[config.mk]
export PLATFORM = sky130hd
export DESIGN_NAME = sram_access_ctrl
export DESIGN_NICKNAME = d
export VERILOG_FILES = /design/src/rtl/sram_access_ctrl.sv
export SDC_FILE = /design/constraint.sdc
export NUM_CORES = 1
export LEC_CHECK = 0
export ABC_AREA = 1
export BUFFER_PORTS_ARGS = -buffer_cell sky130_fd_sc_hd__buf_4
export CAP_MARGIN = 30
export CORE_UTILIZATION = 52
export CTS_CLUSTER_SIZE = 30
export DETAILED_ROUTE_END_ITERATION = 10
export PLACE_DENSITY = 0.89
export SLEW_MARGIN = 20
export SYNTH_ARGS = -nofsm -noshare
export SYNTH_HDL_FRONTEND = slang
export SYNTH_SLANG_ARGS = --single-unit
[constraint.sdc]
create_clock -name iClk12M -period 2.6 [get_ports iClk12M]
set_input_delay 0.52 -clock iClk12M [delete_from_list [all_inputs] [get_ports iClk12M]]
set_output_delay 0.52 -clock iClk12M [all_outputs]
set_load 0.05 [all_outputs]
[src/rtl/sram_access_ctrl.sv]
`timescale 1ns/1ps
`default_nettype none
// ============================================================================
//  Module   : sram_access_ctrl
//  Purpose  : Single-port SRAM access controller. Performs host single-word
//             writes and full sweep-reads of addresses 0..DEPTH-1 against an
//             SRAM with registered read data (one cycle read latency).
//  Ports    : iClk12M / iRsn            clock, async active-low reset
//             iWrReq/iWrAddr/iWrData    host write request
//             iRdStart                  host sweep-read request
//             oBusy/oWrAck/oWrErr       status and write completion pulses
//             oRdValid/oRdData/oRdIdx   sweep read results
//             oDone                     sweep completion pulse
//             oCsnRam/oWrnRam/oAddrRam/oWtDtRam/iRdDtRam   SRAM side
//  Revision : 1.0  initial release
// ============================================================================
module sram_access_ctrl #(
    parameter int DEPTH = 10,
    parameter int AW    = 4,
    parameter int DW    = 16
) (
    input  logic          iClk12M,
    input  logic          iRsn,
    input  logic          iWrReq,
    input  logic [AW-1:0] iWrAddr,
    input  logic [DW-1:0] iWrData,
    input  logic          iRdStart,
    output logic          oBusy,
    output logic          oWrAck,
    output logic          oWrErr,
    output logic          oRdValid,
    output logic [DW-1:0] oRdData,
    output logic [AW-1:0] oRdIdx,
    output logic          oDone,
    output logic          oCsnRam,
    output logic          oWrnRam,
    output logic [AW-1:0] oAddrRam,
    output logic [DW-1:0] oWtDtRam,
    input  logic [DW-1:0] iRdDtRam
);

    localparam logic [AW-1:0] c_LAST      = AW'(DEPTH - 1);
    localparam logic [AW:0]   c_DEPTH_EXT = (AW+1)'(DEPTH);

    typedef enum logic [1:0] {
        S_IDLE  = 2'd0,
        S_WRITE = 2'd1,
        S_READ  = 2'd2,
        S_DRAIN = 2'd3
    } state_t;

    state_t        state_q, state_d;
    logic [AW-1:0] cnt_q, cnt_d;
    logic          csn_q, csn_d;
    logic          wrn_q, wrn_d;
    logic [AW-1:0] addr_q, addr_d;
    logic [DW-1:0] wdat_q, wdat_d;
    logic          busy_q, busy_d;
    logic          wrack_q, wrack_d;
    logic          wrerr_q, wrerr_d;
    logic          rvalid_q, rvalid_d;
    logic [DW-1:0] rdata_q, rdata_d;
    logic [AW-1:0] ridx_q, ridx_d;
    logic          done_q, done_d;
    // A read access was issued last cycle, so iRdDtRam carries that word now.
    logic          cap_q, cap_d;
    logic [AW-1:0] cap_idx_q, cap_idx_d;

    logic          w_wr_in_range;

    assign w_wr_in_range = ({1'b0, iWrAddr} < c_DEPTH_EXT);

    always_comb begin
        state_d   = state_q;
        cnt_d     = cnt_q;
        csn_d     = 1'b1;
        wrn_d     = 1'b1;
        addr_d    = addr_q;
        wdat_d    = wdat_q;
        wrack_d   = 1'b0;
        wrerr_d   = 1'b0;
        rvalid_d  = 1'b0;
        rdata_d   = rdata_q;
        ridx_d    = ridx_q;
        done_d    = 1'b0;
        cap_d     = ~csn_q & wrn_q;
        cap_idx_d = addr_q;

        if (cap_q) begin
            rvalid_d = 1'b1;
            rdata_d  = iRdDtRam;
            ridx_d   = cap_idx_q;
            done_d   = (cap_idx_q == c_LAST);
        end

        unique case (state_q)
            S_IDLE: begin
                if (iWrReq) begin
                    state_d = S_WRITE;
                    addr_d  = iWrAddr;
                    wdat_d  = iWrData;
                    wrack_d = 1'b1;
                    // Out-of-range writes are acknowledged but never reach the SRAM.
                    wrerr_d = ~w_wr_in_range;
                    csn_d   = ~w_wr_in_range;
                    wrn_d   = ~w_wr_in_range;
                end else if (iRdStart) begin
                    state_d = S_READ;
                    cnt_d   = '0;
                    addr_d  = '0;
                    csn_d   = 1'b0;
                end
            end
            S_WRITE: begin
                state_d = S_IDLE;
            end
            S_READ: begin
                // Terminate on the last address rather than letting the counter wrap.
                if (cnt_q == c_LAST) begin
                    state_d = S_DRAIN;
                end else begin
                    cnt_d  = cnt_q + 1'b1;
                    addr_d = cnt_q + 1'b1;
                    csn_d  = 1'b0;
                end
            end
            S_DRAIN: begin
                // done_q marks the cycle presenting the final word.
                if (done_q) begin
                    state_d = S_IDLE;
                end
            end
            default: begin
                state_d = S_IDLE;
            end
        endcase

        busy_d = (state_d != S_IDLE);
    end

    always_ff @(posedge iClk12M or negedge iRsn) begin
        if (!iRsn) begin
            state_q   <= S_IDLE;
            cnt_q     <= '0;
            csn_q     <= 1'b1;
            wrn_q     <= 1'b1;
            addr_q    <= '0;
            wdat_q    <= '0;
            busy_q    <= 1'b0;
            wrack_q   <= 1'b0;
            wrerr_q   <= 1'b0;
            rvalid_q  <= 1'b0;
            rdata_q   <= '0;
            ridx_q    <= '0;
            done_q    <= 1'b0;
            cap_q     <= 1'b0;
            cap_idx_q <= '0;
        end else begin
            state_q   <= state_d;
            cnt_q     <= cnt_d;
            csn_q     <= csn_d;
            wrn_q     <= wrn_d;
            addr_q    <= addr_d;
            wdat_q    <= wdat_d;
            busy_q    <= busy_d;
            wrack_q   <= wrack_d;
            wrerr_q   <= wrerr_d;
            rvalid_q  <= rvalid_d;
            rdata_q   <= rdata_d;
            ridx_q    <= ridx_d;
            done_q    <= done_d;
            cap_q     <= cap_d;
            cap_idx_q <= cap_idx_d;
        end
    end

    assign oBusy    = busy_q;
    assign oWrAck   = wrack_q;
    assign oWrErr   = wrerr_q;
    assign oRdValid = rvalid_q;
    assign oRdData  = rdata_q;
    assign oRdIdx   = ridx_q;
    assign oDone    = done_q;
    assign oCsnRam  = csn_q;
    assign oWrnRam  = wrn_q;
    assign oAddrRam = addr_q;
    assign oWtDtRam = wdat_q;

endmodule
`default_nettype wire
==> results of run 1 <==
-- sequential cells by signal, summed over array words and instances (netlist names) --
register and cells:
oCsnRam 1, oBusy 1, state_q 2, oWrnRam 1, cap_idx_q 4, oWrErr 1
oWrAck 1, cap_q 1, cnt_q 4, oRdValid 1, oRdIdx 4, oAddrRam 4
oDone 1, oWtDtRam 16, oRdData 16
-- final timing paths --
kind / start / endpoint / slack (ns) / cells after the start
worst max-delay path: oCsnRam$_DFF_PN1_ / oCsnRam / 1.03 / 1
worst min-delay path: iRsn / oRdData[3]$_DFFE_PN0P_ / 0.24 / 1
worst max register to register: state_q[0]$_DFF_PN0_ / oWtDtRam[4]$_DFFE_PN0P_ / 1.18 / 5
worst min register to register: oAddrRam[1]$_DFFE_PN0P_ / cap_idx_q[1]$_DFF_PN0_ / 0.40 / 0
max in group asynchronous: iRsn / cnt_q[1]$_DFFE_PN0P_ / 1.88 / 1
min in group iClk12M: iWrData[12] / oWtDtRam[12]$_DFFE_PN0P_ / 0.39 / 3
-- cell type report --
class,count,area (um2)
clock buffer,11,141
sequential,58,1450
clock inverter,1,5.00
multi-input combinational,174,756
inverter,13,48.8
tap,50,62.6
timing repair buffer,87,653
fill,304,1020
-- cell usage in the layout, fill, tap and decap left out, types with 3 or more instances in the layout --
| master | netlist | final |
|---|---|---|
| inv_2 | 3 | 3 |
| o21ai_1 | 3 | 3 |
| dfrtp_1 | 56 | 56 |
| inv_1 | 10 | 10 |
| clkbuf_8 | 0 | 10 |
| nor2_1 | 4 | 4 |
| nand2_1 | 133 | 133 |
| buf_4 | 0 | 87 |
| o21ai_0 | 4 | 4 |
| nand3_1 | 10 | 10 |
| nor2_2 | 4 | 4 |
-- synthesized netlist by cell type (all sizes together) --
master,instances
buf,5
a31oi,1
nor2,9
o21ai,7
dfrtp,56
nor4,1
nand4,2
ha,2
dfstp,2
nand3,12
clkbuf,2
nand2,136
inv,13
or2,3
o21a,1
-- per-layer routing --
layer / global-route usage, % / routed length (um) / vias to the layer above
li1: - / - / 956
met1: 26.5 / 2130 / 900
met2: 37.3 / 2410 / 76
met3: 9.21 / 440 / 2
met4: 8.59 / 31 / 0
met5: 0 / 0 / -
-- power by group --
part           leakage, nW  internal (mW)  total (mW)  switching (mW)
sequential           0.704          0.903       0.903               0
clock               0.0770          0.349       0.649           0.301
combinational        0.922         0.0394      0.0699          0.0305
-- logic make-up (layout without fill, tap and decap cells) --
family	count (synthesis)	after routing	synth area share [%]
AO/OA/AOI/OAI	9	9	2.11
AND/OR/NAND/NOR	163	163	29.5
buffers and inverters	20	112	4.33
adder cells (fa/ha/maj)	2	2	1.08
flip-flops	58	58	62.9
-- per-stage QoR --
stage               hold WS, ns  instances  utilization [%]
floorplan                 0.224        252                -
global placement          0.399        382             71.8
detailed placement        0.394        382             71.8
CTS                       0.263        394             75.3
global route              0.295        394             75.3
finish                    0.244        394             75.3
==> results_dict.tcl, run 1 <==
set metrics [dict create \
    grt_usage_pct 22.7 \
    wl_per_cell_um 12.7 \
    peakVddDrop_mv 0.275 \
    finalPower_mw 1.62 \
    crit_family "flip-flops" \
    post_synth.cell_area_avg_um2 9.17 \
    crit_path_end_kind "output pin" \
    htree_levels 3 \
    numCtsBuffers 9 \
    cts_tree "built" \
    fp.dieW_um 68.6 \
    maxSlewHeadroom_pct 53.4 \
    worst_pin_slew_ns 0.698 \
    placed_cell_area_mm2 0.00297 \
    leakagePower_nw 1.70 \
    path_buf_inv 1 \
    clock_latency_ns 0.32 \
    path_clk_slew_ns 0.06 \
    layout_min_cycle_time_ns 1.57 \
    grt_max_degree 59 \
    synthesis.area_mm2 0.00231 \
    start_util_pct 55.7 \
    ant_nets 0 \
    diodes 0 \
    num_vias 1934 \
    gp_congestion 0.839 \
    outcome "complete, no violations" \
    synth_area_leaders "dfrtp_1 61%, nand2_1 22%, dfstp_2 2.3%, nand3_1 2.2%, inv_1 1.6%" \
    syn-num-nets 294 \
    port_buffers 86 \
    viasPerCell 4.91 \
    maxCapViolations 0 \
    cp_max_fo 2 \
    cpMaxStageDelayCell "dfstp_2" \
    fp.coreArea_mm2 0.00414 \
    rsz0062_at_grt "false" \
    dp_hpwl_mm 3.50 \
    ys.warnings.count 0 \
    wl_mm 5.01 \
    io_pins 87 \
    dieArea_mm2 0.00471 \
    drc 0 \
    design_area_mm2 0.00312 \
    drive_above_1_share_pct 33.1 \
    synth_seq_area_share_pct 62.9 \
    power.density_mw_per_mm2 520 \
    fin_ws_ns 1.03 \
    die_y_um 68.6 \
    grt_pass1_wl_mm 7.49 \
    syn_inst 252 \
    fin_nets 385 \
    fin_skew_ns 0.00327 \
    cts_setup_buffers 0 \
    fmax_mhz 639 \
    cts_resized 0 \
    drtIter0Drc 133 \
    root_buffer "clkbuf_8" \
    worstPathRequired_ns 2.08 \
    cts_buffer_depth 2 \
    synth.largest_area_cell "dfrtp_1" \
    syn_to_final_growth_pct 35.1 \
    dr.pass1.iters 4 \
    antenna_found_initial 0 \
    final_hold_viol_count 0 \
    grt_pass1_vias 1727 \
    fin_crit_sh_pct 60.2 \
    worstHoldPathType "input port to asynchronous set/reset pin" \
    ys_types 24 \
    slowest_delay_ns 0.53 \
    crit_chain "buf_4" \
    clock-sinks 58 \
    grt_overflow 0 \
    yosys_register_bits 58 \
    setup_violations 0 \
    hold_buffers 0 \
    worstPathArrival_ns 1.05 \
    dp_slack_ns 1.16 \
    crit_path_start_kind "register" \
    synth_top_area_share_pct 60.7 \
    drv_slew 0 \
    num_rows 23 \
    tns_ns 0 \
    criticalPathCategory "register to output pin" \
]
Note: power is estimated with default switching activity, not from simulation.
==> run 2: changes to the inputs <==
ABC_AREA = 0   (was 1)
CORE_UTILIZATION = 44   (was 52)
PLACE_DENSITY = 0.8   (was 0.89)
clock period = 1.3 ns   (was 2.6 ns; I/O delays follow)
==> run 2 against run 1 <==
  * The run now ends with setup timing left
  * Via count fell by 10%
  * Critical endpoint is now oAddrRam[3]$_DFFE_PN0P_
  * Final area rose by 15%
  * Clock power rose by 130%
  * Synthesized cell count fell by 37%
==> results_dict.tcl, run 2 <==
set metrics [dict create \
    outcome "finished, violations left" \
    violations "setup timing" \
    grt_usage_pct 20.5 \
    grt_overflow 0 \
    diodes 0 \
    syn_inst 159 \
    yosysMostFrequentCell "dfrtp_1" \
    fin_crit_sh_pct 119 \
    power.density_mw_per_mm2 1030 \
    layout_min_cycle_time_ns 1.55 \
    fp.dieW_um 75.4 \
    whs_path_depth 2 \
    synth-edff-count 0 \
    ys.warnings.count 0 \
    drv_slew 0 \
    fin_nets 319 \
    root_buffer "clkbuf_8" \
    viasPerCell 4.92 \
    peakVddDrop_mv 0.822 \
    wl_per_cell_um 14.9 \
    io_pins 87 \
    maxCapViolations 0 \
    criticalPathCategory "register to register" \
    synth_top_area_share_pct 59.2 \
    dp_slack_ns -0.228 \
    cts_tree "built" \
    n_fill_cell 389 \
    drive_above_1_share_pct 64.2 \
    fin_skew_ns 0.00742 \
    leakagePower_nw 1.82 \
    final_hold_viol_count 0 \
    fin_ws_ns -0.247 \
    syn-num-nets 201 \
    port_buffers 86 \
    yosys_most_used_dff "dfrtp_1" \
    crit_path_start_kind "register" \
    drtIter0Drc 27 \
    post_synth.cell_area_avg_um2 14.9 \
    layout_common_cells "103 x buf_4, 55 x dfrtp_1, 19 x mux2_4, 19 x mux2_2, 10 x clkbuf_8" \
    ant_nets 0 \
    die_y_um 75.4 \
    fp.coreArea_mm2 0.00514 \
    ys_top_cells_by_count "56 x dfrtp_1, 31 x mux2_2, 7 x mux2_4, 7 x nand2_1" \
    clock_latency_ns 0.33 \
    crit_path_end_kind "register" \
    holdWs_ns 0.159 \
    multi_input_area_um2 917 \
    antenna_found_initial 0 \
    setup_violations 22 \
    synth_area_leaders "dfrtp_1 59%, mux2_2 15%, mux2_4 4.4%, dfstp_2 2.2%, mux2i_1 2.1%" \
    yosys_register_bits 58 \
    worstHoldPathType "input port to register" \
    num_rows 26 \
    worstRegToRegCells 5 \
    worstPathRequired_ns 1.51 \
    synth_seq_area_share_pct 61.4 \
    gp_congestion 0.859 \
    cp_max_fo 2 \
    drc 0 \
    clock-sinks 58 \
    async_flop_share_pct 100 \
    dr.pass1.iters 4 \
    rsz0062_at_grt "true" \
    final_common_cell "buf_4" \
    synthesis.area_mm2 0.00237 \
    ys_types 35 \
    worst_pin_slew_ns 0.307 \
    placed_cell_area_mm2 0.00322 \
    num_vias 1731 \
    path_clk_slew_ns 0.07 \
    syn_to_final_growth_pct 51.9 \
    dp_hpwl_mm 3.52 \
    maxSlewHeadroom_pct 79.4 \
    grt_max_degree 24 \
    numCtsBuffers 9 \
    synth.largest_area_cell "dfrtp_1" \
    cts_buffer_depth 2 \
    wl_mm 5.23 \
    grt_pass1_vias 1877 \
    fmax_mhz 646 \
    worstPathArrival_ns 1.76 \
    seqCellArea_mm2 0.00146 \
    htree_levels 3 \
    grt_pass1_wl_mm 8.51 \
    dieArea_mm2 0.00568 \
    design_area_mm2 0.00360 \
    start_util_pct 46.1 \
]
## run 2: cell families (layout without fill, tap and decap cells)
group	after synthesis	count (layout)	synth area share, %
compound gates	15	15	4.38
xor+xnor	2	2	0.740
fa+ha+maj	2	2	1.06
buf+inv	13	136	3.75
flops	58	58	61.4
mux	43	43	21.3
simple gates	26	26	7.40
## run 2: where the power goes
| part | leakage [nW] | total [mW] | internal, mW | switching [mW] |
|---|---|---|---|---|
| clock network | 0.0847 | 1.47 | 0.741 | 0.728 |
| registers | 0.757 | 1.87 | 1.84 | 0.0257 |
| logic | 0.974 | 0.383 | 0.176 | 0.207 |
| total | 1.82 | 3.72 | 2.76 | 0.960 |
## run 2: worst max-delay path: stages (launching register included)
cell and delay [ns]:
dfrtp_1 0.42, ha_4 0.17, and4b_4 0.20, buf_4 0.14, or2_1 0.22, o32a_1 0.30
## run 2: per-layer routing
layer / track usage (%) / up-vias / wire length [um]
met1: 24.8 / 856 / 2210
met4: 10.1 / 0 / 104
li1: - / 796 / -
met2: 34.1 / 70 / 2600
met5: 0 / - / 0
met3: 5.69 / 9 / 315
## run 2: through the flow
stage | total power [mW] | instances | setup TNS, ns | utilization (%)
detailed placement | 2.27 | 328 | -1.67 | 62.7
floorplan | 2.07 | 159 | -1.23 | -
global placement | 2.27 | 328 | -1.38 | 62.7
CTS | 3.76 | 352 | -1.86 | 69.6
finish | 3.72 | 352 | -1.96 | 70.0
global route | 3.87 | 352 | -3.06 | 70.0
## run 2: path summary, 6_finish.rpt
| path | from | slack (ns) | end |
|---|---|---|---|
| setup / recovery | cnt_q[0]$_DFFE_PN0P_ | -0.25 | oAddrRam[3]$_DFFE_PN0P_ |
| hold / removal | iWrData[15] | 0.16 | oWtDtRam[15]$_DFFE_PN0P_ |
| setup reg to reg | cnt_q[0]$_DFFE_PN0P_ | -0.25 | oAddrRam[3]$_DFFE_PN0P_ |
| hold reg to reg | oAddrRam[1]$_DFFE_PN0P_ | 0.43 | cap_idx_q[1]$_DFF_PN0_ |
| max in group asynchronous | iRsn | 0.47 | state_q[0]$_DFF_PN0_ |
| min in group asynchronous | iRsn | 0.39 | oWtDtRam[13]$_DFFE_PN0P_ |
## run 2: repair_timing
| item | in CTS | in global routing |
|---|---|---|
| resized for setup | 31 | 5 |
| gates cloned | 2 | 0 |
| buffers inserted | 5 | 1 |
| endpoints found under the hold margin | 18 | 0 |
| pin swaps | 4 | 7 |
| setup endpoints to repair | 26 | 28 |
| hold buffers | 1 | 0 |
## run 2: layout make-up
| class | count | area share, % |
|---|---|---|
| Timing Repair Buffer | 115 | 26.1 |
| Clock inverter | 6 | 1.15 |
| Multi-Input combinational cell | 88 | 25.5 |
| Sequential cell | 58 | 40.5 |
| Tap cell | 70 | 2.43 |
| Clock buffer | 10 | 3.83 |
| Inverter | 5 | 0.522 |
